[src/rtl/inst_encoder_pkg.sv]
// Shared types and helpers for the RV32I instruction encoder.
package inst_encoder_pkg;

  localparam int unsigned INST_W = 32;
  localparam int unsigned REG_W  = 5;

  typedef enum logic [2:0] {
    FMT_R      = 3'd0,
    FMT_I      = 3'd1,
    FMT_ISHIFT = 3'd2,
    FMT_S      = 3'd3,
    FMT_B      = 3'd4,
    FMT_U      = 3'd5,
    FMT_J      = 3'd6,
    FMT_CSRI   = 3'd7
  } fmt_e;

  typedef struct packed {
    fmt_e               fmt;
    logic [6:0]         opcode;
    logic [REG_W-1:0]   rd;
    logic [REG_W-1:0]   rs1;
    logic [REG_W-1:0]   rs2;
    logic [2:0]         funct3;
    logic [6:0]         funct7;
    logic [INST_W-1:0]  imm;
  } inst_req_t;

  typedef struct packed {
    logic               err;
    logic [INST_W-1:0]  inst;
  } fifo_ent_t;

  // True when v[31:msb] are all copies of the same bit (fits as a signed field).
  function automatic logic fits_signed(input logic [31:0] v, input int unsigned msb);
    logic [31:0] s;
    s = 32'($signed(v) >>> msb);
    return (s == '0) || (s == '1);
  endfunction

endpackage

[src/rtl/inst_encoder_field_pack.sv]
// Combinational field packer: request fields -> instruction word plus range error.
module inst_encoder_field_pack
  import inst_encoder_pkg::*;
(
  input  inst_req_t          req,
  output logic [INST_W-1:0]  inst_c,
  output logic               err_c
);

  logic [31:0] imm;
  assign imm = req.imm;

  always_comb begin
    inst_c      = '0;
    err_c       = 1'b0;
    inst_c[6:0] = req.opcode;
    case (req.fmt)
      FMT_R: inst_c[31:7] = {req.funct7, req.rs2, req.rs1, req.funct3, req.rd};
      FMT_I: begin
        inst_c[31:7] = {imm[11:0], req.rs1, req.funct3, req.rd};
        err_c        = !fits_signed(imm, 11);
      end
      FMT_ISHIFT: begin
        inst_c[31:7] = {req.funct7, imm[4:0], req.rs1, req.funct3, req.rd};
        err_c        = |imm[31:5];
      end
      FMT_S: begin
        inst_c[31:7] = {imm[11:5], req.rs2, req.rs1, req.funct3, imm[4:0]};
        err_c        = !fits_signed(imm, 11);
      end
      FMT_B: begin
        inst_c[31:7] = {imm[12], imm[10:5], req.rs2, req.rs1, req.funct3, imm[4:1], imm[11]};
        err_c        = imm[0] || !fits_signed(imm, 12);
      end
      FMT_U: begin
        inst_c[31:7] = {imm[31:12], req.rd};
        err_c        = |imm[11:0];
      end
      FMT_J: begin
        inst_c[31:7] = {imm[20], imm[10:1], imm[11], imm[19:12], req.rd};
        err_c        = imm[0] || !fits_signed(imm, 20);
      end
      FMT_CSRI: begin
        // rs1 slot carries the 5-bit uimm taken from the rs2 input
        inst_c[31:7] = {imm[11:0], req.rs2, req.funct3, req.rd};
        err_c        = |imm[31:12];
      end
    endcase
  end

endmodule

[src/rtl/inst_encoder.sv]
// Streaming RV32I encoder: field packer feeding a 2-entry output FIFO and error counter.
module inst_encoder
  import inst_encoder_pkg::*;
#(
  parameter int unsigned ERR_CNT_W = 16
) (
  input  logic                  clk,
  input  logic                  rst_n,
  input  logic                  in_valid,
  output logic                  in_ready,
  input  logic [2:0]            in_fmt,
  input  logic [6:0]            in_opcode,
  input  logic [4:0]            in_rd,
  input  logic [4:0]            in_rs1,
  input  logic [4:0]            in_rs2,
  input  logic [2:0]            in_funct3,
  input  logic [6:0]            in_funct7,
  input  logic [31:0]           in_imm,
  output logic                  out_valid,
  input  logic                  out_ready,
  output logic [31:0]           out_inst,
  output logic                  out_err,
  output logic [ERR_CNT_W-1:0]  err_count
);

  localparam int unsigned DEPTH = 2;
  localparam int unsigned CNT_W = 2;

  inst_req_t          req;
  logic [INST_W-1:0]  inst_c;
  logic               err_c;

  fifo_ent_t          mem_q [DEPTH];
  fifo_ent_t          mem_n [DEPTH];
  logic               wr_q, wr_n, rd_q, rd_n;
  logic [CNT_W-1:0]   cnt_q, cnt_n;
  logic [ERR_CNT_W-1:0] errc_n;
  logic               push, pop;

  always_comb begin
    req.fmt    = fmt_e'(in_fmt);
    req.opcode = in_opcode;
    req.rd     = in_rd;
    req.rs1    = in_rs1;
    req.rs2    = in_rs2;
    req.funct3 = in_funct3;
    req.funct7 = in_funct7;
    req.imm    = in_imm;
  end

  inst_encoder_field_pack u_pack (
    .req    (req),
    .inst_c (inst_c),
    .err_c  (err_c)
  );

  // Handshakes use only registered flags, so no in_* -> out_* path exists.
  assign push = in_valid && in_ready;
  assign pop  = out_valid && out_ready;

  always_comb begin
    mem_n  = mem_q;
    wr_n   = wr_q;
    rd_n   = rd_q;
    errc_n = err_count;
    if (push) begin
      mem_n[wr_q] = '{err: err_c, inst: inst_c};
      wr_n        = ~wr_q;
      if (err_c && (err_count != '1)) errc_n = err_count + ERR_CNT_W'(1);
    end
    if (pop) rd_n = ~rd_q;
    cnt_n = cnt_q + CNT_W'(push) - CNT_W'(pop);
  end

  always_ff @(posedge clk or negedge rst_n) begin
    if (!rst_n) begin
      for (int i = 0; i < DEPTH; i++) mem_q[i] <= '0;
      wr_q      <= 1'b0;
      rd_q      <= 1'b0;
      cnt_q     <= '0;
      err_count <= '0;
      in_ready  <= 1'b0;
      out_valid <= 1'b0;
      out_inst  <= '0;
      out_err   <= 1'b0;
    end else begin
      mem_q     <= mem_n;
      wr_q      <= wr_n;
      rd_q      <= rd_n;
      cnt_q     <= cnt_n;
      err_count <= errc_n;
      in_ready  <= (cnt_n < CNT_W'(DEPTH));
      out_valid <= (cnt_n != '0);
      out_inst  <= mem_n[rd_n].inst;
      out_err   <= mem_n[rd_n].err;
    end
  end

endmodule

[config.mk]
export PLATFORM = sky130hd
export DESIGN_NAME = inst_encoder
export DESIGN_NICKNAME = d
export VERILOG_FILES = /design/src/rtl/inst_encoder_pkg.sv /design/src/rtl/inst_encoder_field_pack.sv /design/src/rtl/inst_encoder.sv
export SDC_FILE = /design/constraint.sdc
export NUM_CORES = 1
export LEC_CHECK = 0
export CORE_ASPECT_RATIO = 0.6
export CORE_UTILIZATION = 55
export CTS_CLUSTER_DIAMETER = 80
export DETAILED_ROUTE_END_ITERATION = 12
export GPL_ROUTABILITY_DRIVEN = 0
export PLACE_DENSITY = 0.95
export SLEW_MARGIN = 20
export SYNTH_ARGS = -nofsm -noshare
export SYNTH_HDL_FRONTEND = slang
export SYNTH_SLANG_ARGS = --single-unit
[constraint.sdc]
create_clock -name clk -period 4.45 [get_ports clk]
set_clock_uncertainty 0.2 [all_clocks]
set_input_delay 0.6675 -clock clk [delete_from_list [all_inputs] [get_ports clk]]
set_output_delay 0.6675 -clock clk [all_outputs]
set_load 0.03 [all_outputs]
==> results of run 1 <==
metal layers:
metal | routed length (µm) | up-vias
li1 | - | 2196
met4 | 400 | 0
met5 | 0 | -
met1 | 6300 | 2407
met3 | 1430 | 53
met2 | 7600 | 272
synth_stat cells, drive strengths merged, types with 4 or more instances:
master | number | area (µm²)
nand2 | 121 | 454
buf | 4 | 25.0
o22ai | 8 | 50.1
a21oi | 13 | 65.1
dfrtp | 121 | 3030
xor2 | 15 | 131
nand3 | 8 | 40.0
nor4 | 6 | 37.5
a22oi | 14 | 105
a22o | 5 | 43.8
mux2i | 23 | 230
a31oi | 7 | 43.8
mux2 | 34 | 387
nor2 | 42 | 160
nor3 | 9 | 50.1
clkbuf | 29 | 109
inv | 7 | 26.3
nand4 | 5 | 31.3
o21ai | 62 | 314
worst paths after layout:
path	start	end	slack, ns
hold reg to reg	err_count[5]	err_count[5]	0.29
setup reg to reg	err_count[0]	err_count[8]	1.79
max in group asynchronous	rst_n	mem_q[60]	3.08
setup / recovery	in_fmt[1]	err_count[8]	0.97
min in group clk	err_count[5]	err_count[5]	0.29
hold / removal	rst_n	err_count[6]	0.002
worst max-delay path, stage by stage:
cell	delay, ns
clkdlybuf4s50_1	0.64
buf_4	0.33
nor2_1	0.43
a211oi_1	0.12
o32a_1	0.40
o21ai_2	0.62
nor2_1	0.17
xor2_1	0.18
power by group through the flow:
stage | combinational, mW | clock (mW) | sequential (mW)
after global placement | 1.85 | 0 | 1.74
after global routing | 2.15 | 1.40 | 1.80
after CTS | 1.97 | 1.34 | 1.76
after floorplan | 0.897 | 0 | 2.05
after detailed placement | 1.93 | 0 | 1.77
final | 1.97 | 1.35 | 1.76
kinds of logic (layout without fill, tap and decap cells):
group,Yosys count,count (layout)
XOR/XNOR,18,18
flip-flops,121,121
multiplexers,57,57
buffers and inverters,42,174
adder cells (fa/ha/maj),3,3
AND/OR/NAND/NOR,204,204
AO/OA/AOI/OAI,119,119
layout by cell type, fill, tap and decap left out, drive strengths merged, types with 2 or more instances in the layout:
cell,Yosys,final
or3,2,2
or4,2,2
o21ai,62,62
xnor2,3,3
a22oi,14,14
clkdlybuf4s50,0,120
nand3,8,8
clkinv,2,8
nand2,121,121
a31oi,7,7
nor4,6,6
mux2,34,34
nand2b,2,2
a211oi,3,3
a21oi,13,13
dfrtp,121,121
nor2,42,42
and3,3,3
nand4,5,5
o22ai,8,8
clkinvlp,0,3
a22o,5,5
ha,3,3
nor2b,2,2
mux2i,23,23
clkbuf,29,20
xor2,15,15
inv,7,8
buf,4,13
nor3,9,9
bufinv,0,2
flip-flops by register name, indices dropped and copies added (netlist names):
register,flops
wr_q,1
out_valid,1
out_err,1
err_count,16
in_ready,1
out_inst,32
rd_q,1
cnt_q,2
mem_q,66
final cells by class:
type,instances,area share [%]
Clock buffer,20,5.95
Clock inverter,12,1.67
Inverter,9,0.450
Multi-Input combinational cell,401,32.0
Sequential cell,121,40.4
Tap cell,135,2.25
Timing Repair Buffer,133,17.3
metrics by stage:
step / cell area (µm²) / worst slack, ns / hold WS, ns
after floorplan: 5580 / 1.56 / 0.172
after global placement: 6930 / 0.822 / 0.264
after detailed placement: 6930 / 0.676 / 0.275
after CTS: 7500 / 1.07 / 0.00428
after global routing: 7500 / 0.860 / 0.0270
final: 7500 / 0.973 / 0.00242
==> run metrics, run 1 <==
Most Crowded Layer GR=met2; Reg power frac=34.6%; routing usage on met2=54.0%; clock latency on the worst-skew pair=0.41 ns; Die W=132 µm; count of final max-slew check failures=0; CP startpoint kind=input pin; setup TNS=0 ns; layout cells sized above 1=12.2%; Comb pwr share=38.9%; # fillers=630; pwr/cell area=677 nW/µm²; pin count of the biggest net entering global routing=61; Cells after DPL=799; CTS Buffer Depth=2; clock share of power=26.5%; synthesized flop and latch total=121; TritonCTS Buffers=17; period utilization=78.1%; Leakage=3.41 nW; FF/Latch Area=3030 µm²; worst-path fanout max=17; Pint=3.19 mW; final core utilization=76.2%; Die Height=80.0 µm; Vias/cell=5.93; gr usage total=31.8%; total core area=9840 µm²; Post-Syn Area=5580 µm²; vias in the first global route=5,095; Crit Path Class=input pin to register; Reg2Reg Depth=7; Worst Hold Class=input pin to async pin; Initial Util=56.7%; Starting DRT DRC Count=369; syn avg cell area=9.90 µm²; hpwl dp=10,500 µm; hold_buf cts=0; DR WL/cell=18.9 µm; initial antenna violation count=0; CP required=4.54 ns; Post-synth top flop=dfrtp_1; multiplexer area fraction after synthesis=11.1%; Routed Antenna Nets=0; Vias=4,928; Area Overhead vs Synth=34.4%; Overall Power=5.08 mW; post-synthesis compound-gate area fraction=12.6%; Synth Warn #=0; area of the multi-input gates=2400 µm²; max frequency=288 MHz; Setup violations, final=0; # Max-Cap Violations=0; met3 Use GR=9.40%; final hold viol count=0; TritonCTS clock tree=built; Sw Pwr=1.89 mW; number of antenna diodes=0; DRT Wirelength=15,700 µm; Synth Area in Simple Gates=15.6%; Mapped Cells=564; CP Capture Type=register; Finished Layout Cells=831; first drt pass iteration count=5; Slew @ Worst Pin=0.968 ns; Clock Sinks=121; num ports=122; Post-Synth XOR/XNOR Area=2.82%; CTS root buf=clkbuf_16; Port Buffers=121; number of cell rows=28; first-pass GRT wire length=25,300 µm; Final min period=3.48 ns; Slew Limit Headroom=34.8%; die area=10,600 µm²; CTS clk-pin slew, worst paths=0.06 ns; net count reported at finish=757; sw frac=37.2%; Post-synth EDFFs=0; grt total ovfl=0; setup repair bufs after CTS=0; Post-synth ARST share=100%; met1 Use GR=38.0%; Synth Area in Adders=0.672%; Synth Net Count=638; Worst Path Arrival=3.57 ns; RSZ-0062 raised after global routing=no; register area share after synthesis=54.2%; worst vdd ir=0.000442 V; Synth cell types=43; H-tree depth=4; number of gates resized after cts=0; main combinational cell family by area after synthesis=simple AND/OR/NAND/NOR gates; run status=finished clean; drc violations=0
No activity file was read; power rests on OpenSTA's default activity.
==> run 2: changes to the inputs <==
--- a/config.mk
+++ b/config.mk
@@ -6,11 +6,11 @@
 export NUM_CORES = 1
 export LEC_CHECK = 0
 export CORE_ASPECT_RATIO = 0.6
-export CORE_UTILIZATION = 55
+export CORE_UTILIZATION = 51
 export CTS_CLUSTER_DIAMETER = 80
 export DETAILED_ROUTE_END_ITERATION = 12
 export GPL_ROUTABILITY_DRIVEN = 0
-export PLACE_DENSITY = 0.95
+export PLACE_DENSITY = 0.9
 export SLEW_MARGIN = 20
 export SYNTH_ARGS = -nofsm -noshare
 export SYNTH_HDL_FRONTEND = slang
==> constraint.sdc (replaced) <==
create_clock -name clk -period 3.4 [get_ports clk]
set_clock_uncertainty 0.2 [all_clocks]
set_input_delay 0.51 -clock clk [delete_from_list [all_inputs] [get_ports clk]]
set_output_delay 0.51 -clock clk [all_outputs]
set_load 0.03 [all_outputs]
==> run 2 against run 1 <==
The flow now finishes with violations (hold timing). Largest power group unchanged. Cell count grew 0.72%. Largest cell class unchanged. Combinational power grew 29%. Non-clock buffer count grew 3. Routed wire length shrank 2.3%.
==> run metrics, run 2 (same netlist as run 1, synthesis figures left out) <==
run status=finished, violations left; violated checks=hold timing; number of gates resized after cts=0; H-tree depth=4; hpwl dp=10,500 µm; Routed Antenna Nets=0; setup repair bufs after CTS=0; count of final max-slew check failures=0; initial antenna violation count=0; CTS Buffer Depth=2; drc violations=0; Starting DRT DRC Count=410; Final min period=2.95 ns; Area Overhead vs Synth=36.2%; Vias=4,842; number of antenna diodes=0; vias in the first global route=4,982; clock latency on the worst-skew pair=0.41 ns; worst vdd ir=0.000684 V; TritonCTS clock tree=built; DR WL/cell=18.4 µm; max reg flops=66; Worst Hold Class=input pin to async pin; Crit Path Class=input pin to register; gr usage total=29.0%; CTS root buf=clkbuf_16; max frequency=339 MHz; Slew @ Worst Pin=0.790 ns; Overall Power=6.78 mW; Die W=137 µm; final core utilization=71.8%; grt total ovfl=0; total core area=10,600 µm²; net count reported at finish=760; num ports=122; # fillers=748; CP required=3.47 ns; final hold viol count=34; setup TNS=0 ns; Die Height=83.0 µm; FF/Latch Area=3030 µm²; most frequent cells in the layout=nand2_1 (121), dfrtp_1 (121), clkdlybuf4s50_1 (120); Worst Path Arrival=3.02 ns; Vias/cell=5.78; largest register by flop count=mem_q; first-pass GRT wire length=25,100 µm; # Max-Cap Violations=0; Clock Sinks=121; Initial Util=52.7%; DRT Wirelength=15,400 µm; number of cell rows=29; layout cells sized above 1=12.8%; TritonCTS Buffers=17; RSZ-0062 raised after global routing=no; CTS clk-pin slew, worst paths=0.06 ns; Leakage=3.46 nW; Port Buffers=121; CP Capture Type=register; first drt pass iteration count=5; worst-path fanout max=13; biggest regs=mem_q (66), out_inst (32), err_count (16); Slew Limit Headroom=46.8%; Setup violations, final=0; CP startpoint kind=input pin; hold_buf cts=0; die area=11,400 µm²; Hold WS=-0.0307 ns; area of the multi-input gates=2400 µm²; period utilization=86.8%; pwr/cell area=891 nW/µm²; pin count of the biggest net entering global routing=63
-- run 2: path summary, 6_finish.rpt --
path | startpoint | endpoint | slack, ns | cells past startpoint
min in group clk | mem_q[60] | mem_q[60] | 0.28 | 2
worst max-delay path | in_imm[20] | err_count[13] | 0.45 | 9
worst min-delay path | rst_n | out_inst[6] | -0.03 | 1
worst min register to register | mem_q[60] | mem_q[60] | 0.28 | 2
max in group asynchronous | rst_n | mem_q[65] | 2.30 | 2
worst max register to register | err_count[7] | err_count[13] | 0.78 | 8
-- run 2: critical path: stages --
cell and delay (ns):
clkdlybuf4s50_1 0.46, nor4_1 0.39, nand3_1 0.17, and4b_1 0.24
or4_4 0.52, o21ai_2 0.22, buf_4 0.24, nor3_1 0.11
xor2_1 0.15
-- run 2: layer usage --
| layer | track usage (%) | vias up | part of all wire, % |
|---|---|---|---|
| li1 | - | 2208 | - |
| met1 | 38.7 | 2370 | 42 |
| met2 | 46.2 | 223 | 48 |
| met3 | 7.63 | 41 | 7.4 |
| met4 | 9.09 | 0 | 2.1 |
| met5 | 0 | - | 0 |
-- run 2: final cells by class --
| cell class | instances | area share [%] |
|---|---|---|
| sequential | 121 | 39.8 |
| multi-input combinational | 401 | 31.6 |
| timing repair buffer | 136 | 17.5 |
| clock buffer | 18 | 5.78 |
| clock inverter | 13 | 2.55 |
| tap | 139 | 2.29 |
| inverter | 9 | 0.444 |
-- run 2: power by group --
part	switching [mW]	total [mW]	internal (mW)
clock network	0.676	1.93	1.25
registers	0.236	2.30	2.06
logic	1.53	2.55	1.02
-- run 2: per-stage QoR --
step / instances / instance area (µm²) / setup WS (ns)
6_report: 837 / 7600 / 0.450
5_1_grt: 837 / 7600 / 0.371
4_1_cts: 837 / 7600 / 0.489
3_5_place_dp: 806 / 6970 / 0.0843
3_3_place_gp: 806 / 6970 / 0.216
2_1_floorplan: 564 / 5580 / 0.670
